**src/rtl/axi_arb_pkg.sv**
```systemverilog
// Shared types, constants and helpers for the AXI4-Lite weighted round-robin arbiter.
package axi_arb_pkg;

    localparam int unsigned DEFAULT_WEIGHT_WIDTH = 4;
    localparam int unsigned DEFAULT_STARVE_LIMIT = 64;

    typedef logic [DEFAULT_WEIGHT_WIDTH-1:0] weight_t;
    typedef logic [DEFAULT_WEIGHT_WIDTH-1:0] credit_t;

    // Index width for n requesters; never narrower than one bit.
    function automatic int unsigned arb_idx_w(input int unsigned n);
        return (n <= 32'd2) ? 32'd1 : $clog2(n);
    endfunction

endpackage

```
**src/rtl/rr_find_first.sv**
```systemverilog
// Rotated priority search: first set bit of req_vec starting at start_idx, wrapping modulo NUM_REQ.
module rr_find_first
    import axi_arb_pkg::*;
#(
    parameter int unsigned NUM_REQ = 4,
    localparam int unsigned IDX_W  = arb_idx_w(NUM_REQ)
) (
    input  logic [NUM_REQ-1:0] req_vec,
    input  logic [IDX_W-1:0]   start_idx,
    output logic               found,
    output logic [IDX_W-1:0]   found_idx
);

    localparam logic [IDX_W:0] NUM_REQ_EXT = (IDX_W+1)'(NUM_REQ);

    logic [2*NUM_REQ-1:0] dbl_s;
    logic [NUM_REQ-1:0]   rot_s;
    logic [IDX_W:0]       off_s;
    logic [IDX_W:0]       sum_s;
    logic [IDX_W:0]       wrap_s;

    // Rotate so bit 0 is the start position, pick the lowest set offset, then map back
    always_comb begin
        dbl_s = {req_vec, req_vec} >> start_idx;
        rot_s = dbl_s[NUM_REQ-1:0];
        found = 1'b0;
        off_s = {(IDX_W+1){1'b0}};
        for (int k = NUM_REQ - 1; k >= 0; k--) begin
            found = found | rot_s[k];
            off_s = rot_s[k] ? (IDX_W+1)'(k) : off_s;
        end
        sum_s  = {1'b0, start_idx} + off_s;
        wrap_s = sum_s - NUM_REQ_EXT;
        if (sum_s >= NUM_REQ_EXT) begin
            found_idx = wrap_s[IDX_W-1:0];
        end else begin
            found_idx = sum_s[IDX_W-1:0];
        end
    end

endmodule

```
**src/rtl/axi_lite_wrr_arbiter.sv**
```systemverilog
// Weighted round-robin arbiter for one AXI4-Lite crossbar channel (AR or AW).
// Optional starvation guard is enabled by defining AXI_LITE_ARB_STARVE_GUARD_EN.
module axi_lite_wrr_arbiter
    import axi_arb_pkg::*;
#(
    parameter int unsigned NUM_REQ      = 4,
    parameter int unsigned WEIGHT_WIDTH = DEFAULT_WEIGHT_WIDTH,
    parameter int unsigned STARVE_LIMIT = DEFAULT_STARVE_LIMIT,
    localparam int unsigned IDX_W       = arb_idx_w(NUM_REQ)
) (
    input  logic                            clk_i,
    input  logic                            rst_i,
    input  logic [NUM_REQ-1:0]              in_req_i,
    input  logic [NUM_REQ*WEIGHT_WIDTH-1:0] weight_i,
    output logic                            out_req_o,
    output logic [IDX_W-1:0]                out_sel_o,
    input  logic                            out_ack_i,
    output logic                            starved_o
);

    localparam logic [IDX_W-1:0] LAST_IDX = IDX_W'(NUM_REQ - 1);

    logic [IDX_W-1:0]        ptr_r;
    logic [WEIGHT_WIDTH-1:0] credit_r;
    logic [WEIGHT_WIDTH-1:0] weight_arr_s [NUM_REQ];
    logic [IDX_W-1:0]        start_s;
    logic [IDX_W-1:0]        rr_idx_s;
    logic [IDX_W-1:0]        rr_sel_s;
    logic [IDX_W-1:0]        sel_s;
    logic                    rr_found_s;
    logic                    burst_s;
    logic                    fire_s;

    for (genvar g = 0; g < NUM_REQ; g++) begin : g_weight
        assign weight_arr_s[g] = weight_i[g*WEIGHT_WIDTH +: WEIGHT_WIDTH];
    end

    // Search begins just after the last winner so the last winner is considered last
    always_comb begin
        if (ptr_r == LAST_IDX) begin
            start_s = {IDX_W{1'b0}};
        end else begin
            start_s = ptr_r + IDX_W'(1);
        end
    end

    rr_find_first #(.NUM_REQ(NUM_REQ)) u_rr_search (
        .req_vec   (in_req_i),
        .start_idx (start_s),
        .found     (rr_found_s),
        .found_idx (rr_idx_s)
    );

    // A live burst keeps the current owner; otherwise rotate, falling back to ptr when idle
    always_comb begin
        burst_s  = in_req_i[ptr_r] && (credit_r != {WEIGHT_WIDTH{1'b0}});
        rr_sel_s = ptr_r;
        if (burst_s) begin
            rr_sel_s = ptr_r;
        end else if (rr_found_s) begin
            rr_sel_s = rr_idx_s;
        end else begin
            rr_sel_s = ptr_r;
        end
    end

`ifdef AXI_LITE_ARB_STARVE_GUARD_EN
    localparam int unsigned       CNT_W     = $clog2(STARVE_LIMIT + 1);
    localparam logic [CNT_W-1:0]  LIMIT_CNT = CNT_W'(STARVE_LIMIT);

    logic [CNT_W-1:0]   wait_r [NUM_REQ];
    logic [NUM_REQ-1:0] starving_s;
    logic               starve_found_s;
    logic [IDX_W-1:0]   starve_idx_s;

    // Masters that have waited the full limit and are still requesting
    always_comb begin
        starving_s = {NUM_REQ{1'b0}};
        for (int unsigned i = 0; i < NUM_REQ; i++) begin
            starving_s[i] = in_req_i[i] && (wait_r[i] == LIMIT_CNT);
        end
    end

    rr_find_first #(.NUM_REQ(NUM_REQ)) u_starve_search (
        .req_vec   (starving_s),
        .start_idx ({IDX_W{1'b0}}),
        .found     (starve_found_s),
        .found_idx (starve_idx_s)
    );

    assign sel_s     = starve_found_s ? starve_idx_s : rr_sel_s;
    assign starved_o = starve_found_s;

    // Saturating wait counters; cleared when the master is served or stops asking
    always_ff @(posedge clk_i) begin
        for (int unsigned i = 0; i < NUM_REQ; i++) begin
            if (rst_i) begin
                wait_r[i] <= {CNT_W{1'b0}};
            end else if (!in_req_i[i] || (fire_s && (sel_s == IDX_W'(i)))) begin
                wait_r[i] <= {CNT_W{1'b0}};
            end else if (wait_r[i] != LIMIT_CNT) begin
                wait_r[i] <= wait_r[i] + CNT_W'(1);
            end else begin
                wait_r[i] <= wait_r[i];
            end
        end
    end
`else
    assign sel_s     = rr_sel_s;
    assign starved_o = 1'b0;
`endif

    assign out_req_o = |in_req_i;
    assign out_sel_o = sel_s;
    assign fire_s    = out_ack_i && out_req_o;

    // Grant bookkeeping: spend credit inside a burst, otherwise move ptr and reload credit
    always_ff @(posedge clk_i) begin
        if (rst_i) begin
            ptr_r    <= LAST_IDX;
            credit_r <= {WEIGHT_WIDTH{1'b0}};
        end else if (fire_s) begin
            if ((sel_s == ptr_r) && (credit_r != {WEIGHT_WIDTH{1'b0}})) begin
                ptr_r    <= ptr_r;
                credit_r <= credit_r - WEIGHT_WIDTH'(1);
            end else begin
                ptr_r    <= sel_s;
                credit_r <= weight_arr_s[sel_s];
            end
        end else begin
            ptr_r    <= ptr_r;
            credit_r <= credit_r;
        end
    end

endmodule

```
**config.mk**
```make
export PLATFORM = sky130hd
export DESIGN_NAME = axi_lite_wrr_arbiter
export DESIGN_NICKNAME = d
export VERILOG_FILES = /design/src/rtl/axi_arb_pkg.sv /design/src/rtl/rr_find_first.sv /design/src/rtl/axi_lite_wrr_arbiter.sv
export SDC_FILE = /design/constraint.sdc
export NUM_CORES = 1
export LEC_CHECK = 0
export CAP_MARGIN = 20
export CORE_UTILIZATION = 40
export DETAILED_ROUTE_END_ITERATION = 6
export GPL_ROUTABILITY_DRIVEN = 0
export PLACE_DENSITY = 0.79
export SLEW_MARGIN = 25
export SYNTH_ARGS = -nofsm -noshare
export SYNTH_HDL_FRONTEND = slang
export SYNTH_SLANG_ARGS = --single-unit
```
**constraint.sdc**
```tcl
create_clock -name clk_i -period 7.2 [get_ports clk_i]
set_input_delay 2.16 -clock clk_i [delete_from_list [all_inputs] [get_ports clk_i]]
set_output_delay 2.16 -clock clk_i [all_outputs]
set_load 0.005 [all_outputs]
```
# Yosys cells after proc, flatten, opt, wreduce, memory -nomap -nowiden
# Index checks and enable logic that the tools add are counted.
# classes
magnitude_cmp	3
n_reduce_logical	6
mux	14
bitwise_logic	5
eq_ne	2
add_sub_neg	4
shifts	1
# op_table
op	n
$mux 4	3
$mux 2	5
$mux 3	3
$bmux 4 s2	1
$shr 8x2->4	1
$ge 3x3->1 const B	2
$reduce_bool 4->1	1
$reduce_or 4->1	1
$sub 4x1->4 const B	1
$add 2x3->3	1
$logic_and 1x1->1	3
$lt 2x3->1 const B	1
$not 2->3	1
$or 1x1->1	3
$add 2x1->2 const B	1
$bmux 1 s2	1
$eq 2x2->1	1
$eq 2x2->1 const B	1
$reduce_and 2->1	1
$sub 2x1->2 const B	1
$mux 1	1
$not 1->1	1
# word_totals
register_bits	6

# Longest topological paths before layout
# Gate-level depths: netlist of run 1.
# logic_depth
word_depth	17
depth_mapped	15

# Hierarchy
# Synthesis of run 1 repeated with hierarchy kept, for this count alone.
# hier_totals
cells_unflattened	99
area_unflattened_um2	815.8
# by_module_without_submodules
module	cells_each	area_each_um2	n_inst
axi_lite_wrr_arbiter	76	635.6	1
rr_find_first	23	180.2	1

# Worst setup path after synthesis of run 1
# No wires, ideal clock.
# synth_timing
kind	input to output
startpoint	in in_req_i[2]
endpoint	out out_sel_o[1]
path_buffers	1
required_time_ns	5.040
cell_stages	10
slack_ns	1.237
t_arrival_ns	3.803
path_cell_list	clkbuf_1 -> nand2_1 -> a21oi_1 -> nor2_1 -> a211oi_1 -> a21oi_1 -> ha_1 -> xnor2_1 -> a21oi_1 -> o31ai_4
# synth_between
elab_chain_cells	10
elab_cells_between_ends	17
classes_between	add/sub: 2; order compare: 1; shift: 1; mux: 9; bitwise: 3; reduce/logical: 1
# synth_rtl
item	line_no	text
from (decl)	axi_lite_wrr_arbiter.sv:13	input logic [NUM_REQ-1:0] in_req_i,
$shr 8x2->4	rr_find_first.sv:24	dbl_s = {req_vec, req_vec} >> start_idx;
$mux 2	rr_find_first.sv:30	off_s = rot_s[k] ? (IDX_W+1)'(k) : off_s;
$mux 3 (3 in series)	rr_find_first.sv:30	
$add 2x3->3	rr_find_first.sv:32	sum_s = {1'b0, start_idx} + off_s;
$ge 3x3->1 or $sub 2x1->2 (tied branches)	rr_find_first.sv:34, rr_find_first.sv:33	
$mux 2	rr_find_first.sv:34	if (sum_s >= NUM_REQ_EXT) begin
$mux 2	axi_lite_wrr_arbiter.sv:60	end else if (rr_found_s) begin
$mux 2 (*)	axi_lite_wrr_arbiter.sv:58	if (burst_s) begin
to (decl)	axi_lite_wrr_arbiter.sv:16	output logic [IDX_W-1:0] out_sel_o,
# Every way passes the cells marked *; elsewhere a longest branch is shown, timed or not. The select of a mux whose other input is x is not followed.

# Worst setup path in the final report of run 1
# Same ends and word-level chain as after synthesis.

==> flow_summary.json, run 1 <==
{
  "fin_util": 0.580,
  "syn_nets": 143,
  "worstPathRequired_ns": 5.04,
  "synth_warnings": 0,
  "relSlewSlack": 0.571,
  "yosys.area_share.adder": 0.0419,
  "gr-usage-all-layers": 0.198,
  "setup_ws_ns": 0.283,
  "multi_input_area_um2": 706,
  "hold_buffers": 0,
  "cp-endpoint": "out_sel_o[1]",
  "hp-class": "reg -> reg",
  "hpwl_mm": 1.88,
  "placed_cells": 164,
  "finalSetupViolations": 0,
  "numCtsBuffers": 3,
  "area_growth_pct": 32.3,
  "cts_root_buf": "clkbuf_4",
  "drtPass1Iterations": 4,
  "power_density_nw_per_um2": 404,
  "core_um2": 2040,
  "place_area_um2": 1160,
  "post_cts_buffers": 0,
  "worst_ep_arrival_time_ns": 4.76,
  "path_clk_slew_ns": 0.04,
  "io_buffers": 25,
  "fin_skew_ns": 0.00277,
  "whs_ns": 0.508,
  "critPathLaunch": "in_req_i[2]",
  "num_vias": 974,
  "drv_slew": 0,
  "yosysUniqueCellTypes": 43,
  "synth_area_um2": 896,
  "die_h_um": 49.3,
  "period_share": 0.961,
  "clockBufferDepth": 2,
  "synth-xor-area-share": 0.0293,
  "yosysMostFrequentCell": "nor3_1",
  "fin_area_um2": 1180,
  "synthMuxAreaShare": 0.170,
  "syn_inst": 117,
  "synth_seq_area_share": 0.134,
  "detailedRoute.firstIterationViolations": 22,
  "path_max_fanout": 10,
  "cts_resized": 0,
  "ys_seq_elements": 6,
  "antenna_cells": 0,
  "vdd_ir_drop_max_mv": 0.253,
  "grt_overflow": 0,
  "grt_pass1_vias": 946,
  "worstMarginPinSlew_ns": 0.643,
  "cp-end-kind": "primary output",
  "synth_compound_area_frac": 0.235,
  "clock_latency_ns": 0.24,
  "maxCapViolCount": 0,
  "drc": 0,
  "syn_avg_cell_area_um2": 7.66,
  "rows": 16,
  "rr_endpoint": "ptr_r[1]",
  "leakage_nw": 0.467,
  "start_util": 0.439,
  "reg2reg_from": "ptr_r[0]",
  "reg2reg_depth": 14,
  "dieArea_um2": 2430,
  "synth_top_area_share": 0.134,
  "grt_pass1_wl_mm": 3.83,
  "preCtsSetupSlack_ns": 0.302,
  "synth_area_leaders": "dfxtp_1, mux4_1, nor3_1, a21oi_1, mux2i_1",
  "power.total_mw": 0.478,
  "wl_mm": 2.31,
  "synthSimpleGateAreaFrac": 0.307,
  "reg2reg_slack_ns": 3.65,
  "synthArstFlopShare": 0,
  "fillers": 205,
  "setup_tns_ns": 0,
  "layout-drive-gt1-share": 0.114,
  "synth_ff_type": "dfxtp_1",
  "netlist_top_cells_count": "nor3_1, a21oi_1, nand2_1",
  "ant_nets": 0,
  "pin_count": 27,
  "synth_edf_count": 0,
  "grt_setup_unrepaired": "no",
  "clock_sinks": 6,
  "cts.htree.levels": 1,
  "fin_crit_ns": 6.92,
  "status": "complete, no violations",
  "cts_tree": "yes",
  "synth_top_family_by_area": "simple AND/OR/NAND/NOR gates",
  "final_nets": 168,
  "fmax_mhz": 145,
  "yosys.area.top_type": "dfxtp_1",
  "viasPerCell": 5.83,
  "hold_viol": 0,
  "stdcell_count": 167,
  "die-width_um": 49.3,
  "wl_per_cell_um": 13.8,
  "seq_area_um2": 120,
  "path_class": "in -> out",
  "grt_max_degree": 14,
  "antenna_found_initial": 0,
  "worstSetupStartpointType": "primary input"
}
-- critical path, cell delays in order --
cell and delay, ns:
clkdlybuf4s50_1 0.64, nand2_1 0.08, a21oi_1 0.15, nor2_1 0.05, a211oi_1 0.23, a21oi_1 0.07
ha_1 0.22, xor2_1 0.25, nor3_1 0.13, o31ai_4 0.22, clkdlybuf4s50_1 0.54
-- layout by cell type (no fill, tap or decap), drive strengths merged, types with 2 or more instances in the layout --
cell type,n
a21oi,11
clkbuf,3
dfxtp,6
nor4,2
o21ai,7
nor3,11
mux4,4
a21o,2
or3b,4
xnor2,2
buf,4
and3,2
nor2,7
mux2i,4
inv,6
nand2,8
nand3b,3
nand3,7
ha,3
clkdlybuf4s50,25
-- registers in the layout, indices dropped and copies added, names as in the netlist --
register,flops
ptr_r,2
credit_r,4
-- power breakdown --
group,total [mW],switching (mW),internal [mW]
Sequential,0.0709,0.0238,0.0471
Clock,0.0298,0.0110,0.0188
Combinational,0.378,0.183,0.194
-- cells by family after synthesis --
group,Yosys count
xor+xnor,3
compound gates,30
other cells,1
mux,9
simple gates,50
buf+inv,15
fa+ha+maj,3
flops,6
-- how the worst min path moves through the flow --
stage	startpoint	endpoint	slack (ns)	cells past startpoint
after floorplan	credit_r[0]	credit_r[0]	0.45	2
after global placement	credit_r[0]	credit_r[0]	0.49	2
after detailed placement	credit_r[0]	credit_r[0]	0.50	2
after CTS	credit_r[0]	credit_r[0]	0.51	2
after global routing	credit_r[0]	credit_r[0]	0.55	2
final	credit_r[0]	credit_r[0]	0.51	2
-- area by class of cell --
type,count,share of cell area
multi-input cells,96,0.596
inverters,6,0.0190
repair buffers,29,0.237
well taps,27,0.0285
flip-flops and latches,6,0.101
clock buffers,3,0.0190
-- per-layer routing --
layer | share of wire | global-route usage | up-vias
met5 | 0 | 0 | -
met4 | 0.0082 | 0.0539 | 0
met3 | 0.022 | 0.0312 | 2
met2 | 0.53 | 0.381 | 21
met1 | 0.44 | 0.218 | 464
li1 | - | - | 487
No activity file was read; power rests on OpenSTA's default activity.
==> run 2, diff against run 1 <==
--- a/config.mk
+++ b/config.mk
@@ -7,3 +7,5 @@
 export LEC_CHECK = 0
+export ABC_AREA = 1
 export CAP_MARGIN = 20
+export CORE_MARGIN = 5
 export CORE_UTILIZATION = 40
@@ -11,3 +13,3 @@
 export GPL_ROUTABILITY_DRIVEN = 0
-export PLACE_DENSITY = 0.79
+export PLACE_DENSITY = 0.8
 export SLEW_MARGIN = 25
--- a/constraint.sdc
+++ b/constraint.sdc
@@ -3,2 +3,2 @@
 set_output_delay 2.16 -clock clk_i [all_outputs]
-set_load 0.005 [all_outputs]
+set_load 0.01 [all_outputs]
==> flow_summary.json, run 2 <==
{
  "synth_top_area_share": 0.234,
  "grt_max_degree": 12,
  "viasPerCell": 4.93,
  "hp-class": "reg -> reg",
  "ys_seq_elements": 6,
  "io_buffers": 25,
  "clockBufferDepth": 2,
  "gr-usage-all-layers": 0.152,
  "yosys.area.top_type": "nand2_1",
  "grt_pass1_wl_mm": 3.91,
  "hold_viol": 0,
  "period_share": 0.929,
  "numCtsBuffers": 3,
  "synth_area_um2": 836,
  "fin_skew_ns": 0.000734,
  "wl_mm": 2.22,
  "status": "complete, no violations",
  "layout_common_cells": "nand2_1, clkdlybuf4s50_1, nand3_1",
  "synth_warnings": 0,
  "cts.htree.levels": 1,
  "dieArea_um2": 3100,
  "path_class": "in -> out",
  "hold_buffers": 0,
  "synth_seq_area_share": 0.144,
  "die_h_um": 55.7,
  "synth_area_leaders": "nand2_1, dfxtp_1, nand3_1, inv_1, ha_1",
  "drv_slew": 0,
  "yosysUniqueCellTypes": 25,
  "multi_input_area_um2": 611,
  "area_growth_pct": 34.4,
  "fin_crit_ns": 6.69,
  "seq_area_um2": 120,
  "num_vias": 1006,
  "fillers": 190,
  "largest_reg_flops": 4,
  "largest-register": "credit_r",
  "setup_tns_ns": 0,
  "drc": 0,
  "pin_count": 27,
  "wl_per_cell_um": 10.9,
  "cts_root_buf": "clkbuf_4",
  "yosysMostFrequentCell": "nand2_1",
  "cp-end-kind": "primary output",
  "drtPass1Iterations": 4,
  "post_cts_buffers": 0,
  "worstPathRequired_ns": 5.04,
  "detailedRoute.firstIterationViolations": 32,
  "layout_commonest_cell": "nand2_1",
  "antenna_cells": 0,
  "synth_edf_count": 0,
  "syn_inst": 151,
  "synthArstFlopShare": 0,
  "cts_tree": "yes",
  "finalSetupViolations": 0,
  "maxCapViolCount": 0,
  "ant_nets": 0,
  "rows": 16,
  "grt_setup_unrepaired": "no",
  "core_um2": 1980,
  "hpwl_mm": 1.89,
  "path_clk_slew_ns": 0.04,
  "grt_pass1_vias": 985,
  "antenna_found_initial": 0,
  "grt_overflow": 0,
  "cts_resized": 0,
  "syn_avg_cell_area_um2": 5.54,
  "reg.largest.list": "credit_r x4, ptr_r x2",
  "leakage_nw": 0.575,
  "netlist_top_cells_count": "nand2_1, nand3_1, inv_1, nor2_1",
  "power_density_nw_per_um2": 513,
  "clock_latency_ns": 0.25,
  "clock_sinks": 6,
  "syn_nets": 177,
  "layout-drive-gt1-share": 0.102,
  "reg2reg_slack_ns": 4.33,
  "holdPathStages": 2,
  "reg2reg_depth": 20,
  "start_util": 0.422,
  "die-width_um": 55.7,
  "path_max_fanout": 11,
  "vdd_ir_drop_max_mv": 0.236,
  "fmax_mhz": 149,
  "whs_ns": 0.476,
  "worstSetupStartpointType": "primary input",
  "final_nets": 205,
  "worst_ep_arrival_time_ns": 4.53,
  "synth_ff_type": "dfxtp_1"
}
-- run 2: cell count changes in the layout (fill, tap and decap cells not counted), moves of 6 or more --
cell / change
nand2_1: +44
nand3_1: +16
inv_1: +14
nand2_2: +6
nor3_1: -11
-- run 2: critical path, stage by stage --
cell	delay, ns
clkdlybuf4s50_1	0.52
nand2_1	0.09
nand3_1	0.11
nand2_1	0.08
a21boi_0	0.13
ha_1	0.28
inv_1	0.04
nand2_1	0.05
o21ai_0	0.10
nand2_2	0.12
nand2_2	0.15
inv_2	0.15
clkdlybuf4s50_1	0.55
-- run 2: stage by stage --
| stage | std cells | power, mW | setup slack [ns] | utilization | cell area (um2) |
|---|---|---|---|---|---|
| after floorplan | 151 | 0.447 | 1.78 | - | 836 |
| after global placement | 201 | 0.529 | 0.601 | 0.556 | 1100 |
| after detailed placement | 201 | 0.545 | 0.510 | 0.556 | 1100 |
| after CTS | 204 | 0.579 | 0.501 | 0.567 | 1120 |
| after global routing | 204 | 0.651 | 0.286 | 0.567 | 1120 |
| final | 204 | 0.577 | 0.509 | 0.567 | 1120 |
-- run 2: cells by family (layout without fill, tap and decap cells) --
logic type	count (synthesis)	count (layout)	synth area share
buffers and inverters	25	51	0.126
AOI/OAI and AO/OA	18	18	0.132
and+or+nand+nor	95	95	0.518
other	1	1	0.00449
xor gates and xnor gates	3	3	0.0314
adders and majority gates	3	3	0.0449
DFF	6	6	0.144
-- run 2: layout make-up --
cell class              count  share of cell area
well taps                  27              0.0301
repair buffers             25               0.223
flip-flops and latches      6               0.107
clock buffers               3              0.0200
multi-input cells         120               0.543
inverters                  23              0.0768
-- run 2: where the power goes --
group,internal [mW],leakage (nW),total [mW],switching (mW)
combinational,0.185,0.511,0.487,0.302
sequential,0.0468,0.0497,0.0591,0.0122
clock,0.0188,0.0138,0.0311,0.0122
-- run 2: worst paths after layout --
check / start / to
hold reg to reg: credit_r[1] / credit_r[1]
setup reg to reg: ptr_r[0] / credit_r[1]
hold / removal: credit_r[1] / credit_r[1]
setup / recovery: in_req_i[1] / out_sel_o[0]
-- run 2: routing by layer --
metal | part of all wire | GRT usage
met5 | 0 | 0
met4 | 0.016 | 0.0625
met3 | 0.035 | 0.0255
met2 | 0.53 | 0.285
met1 | 0.42 | 0.167
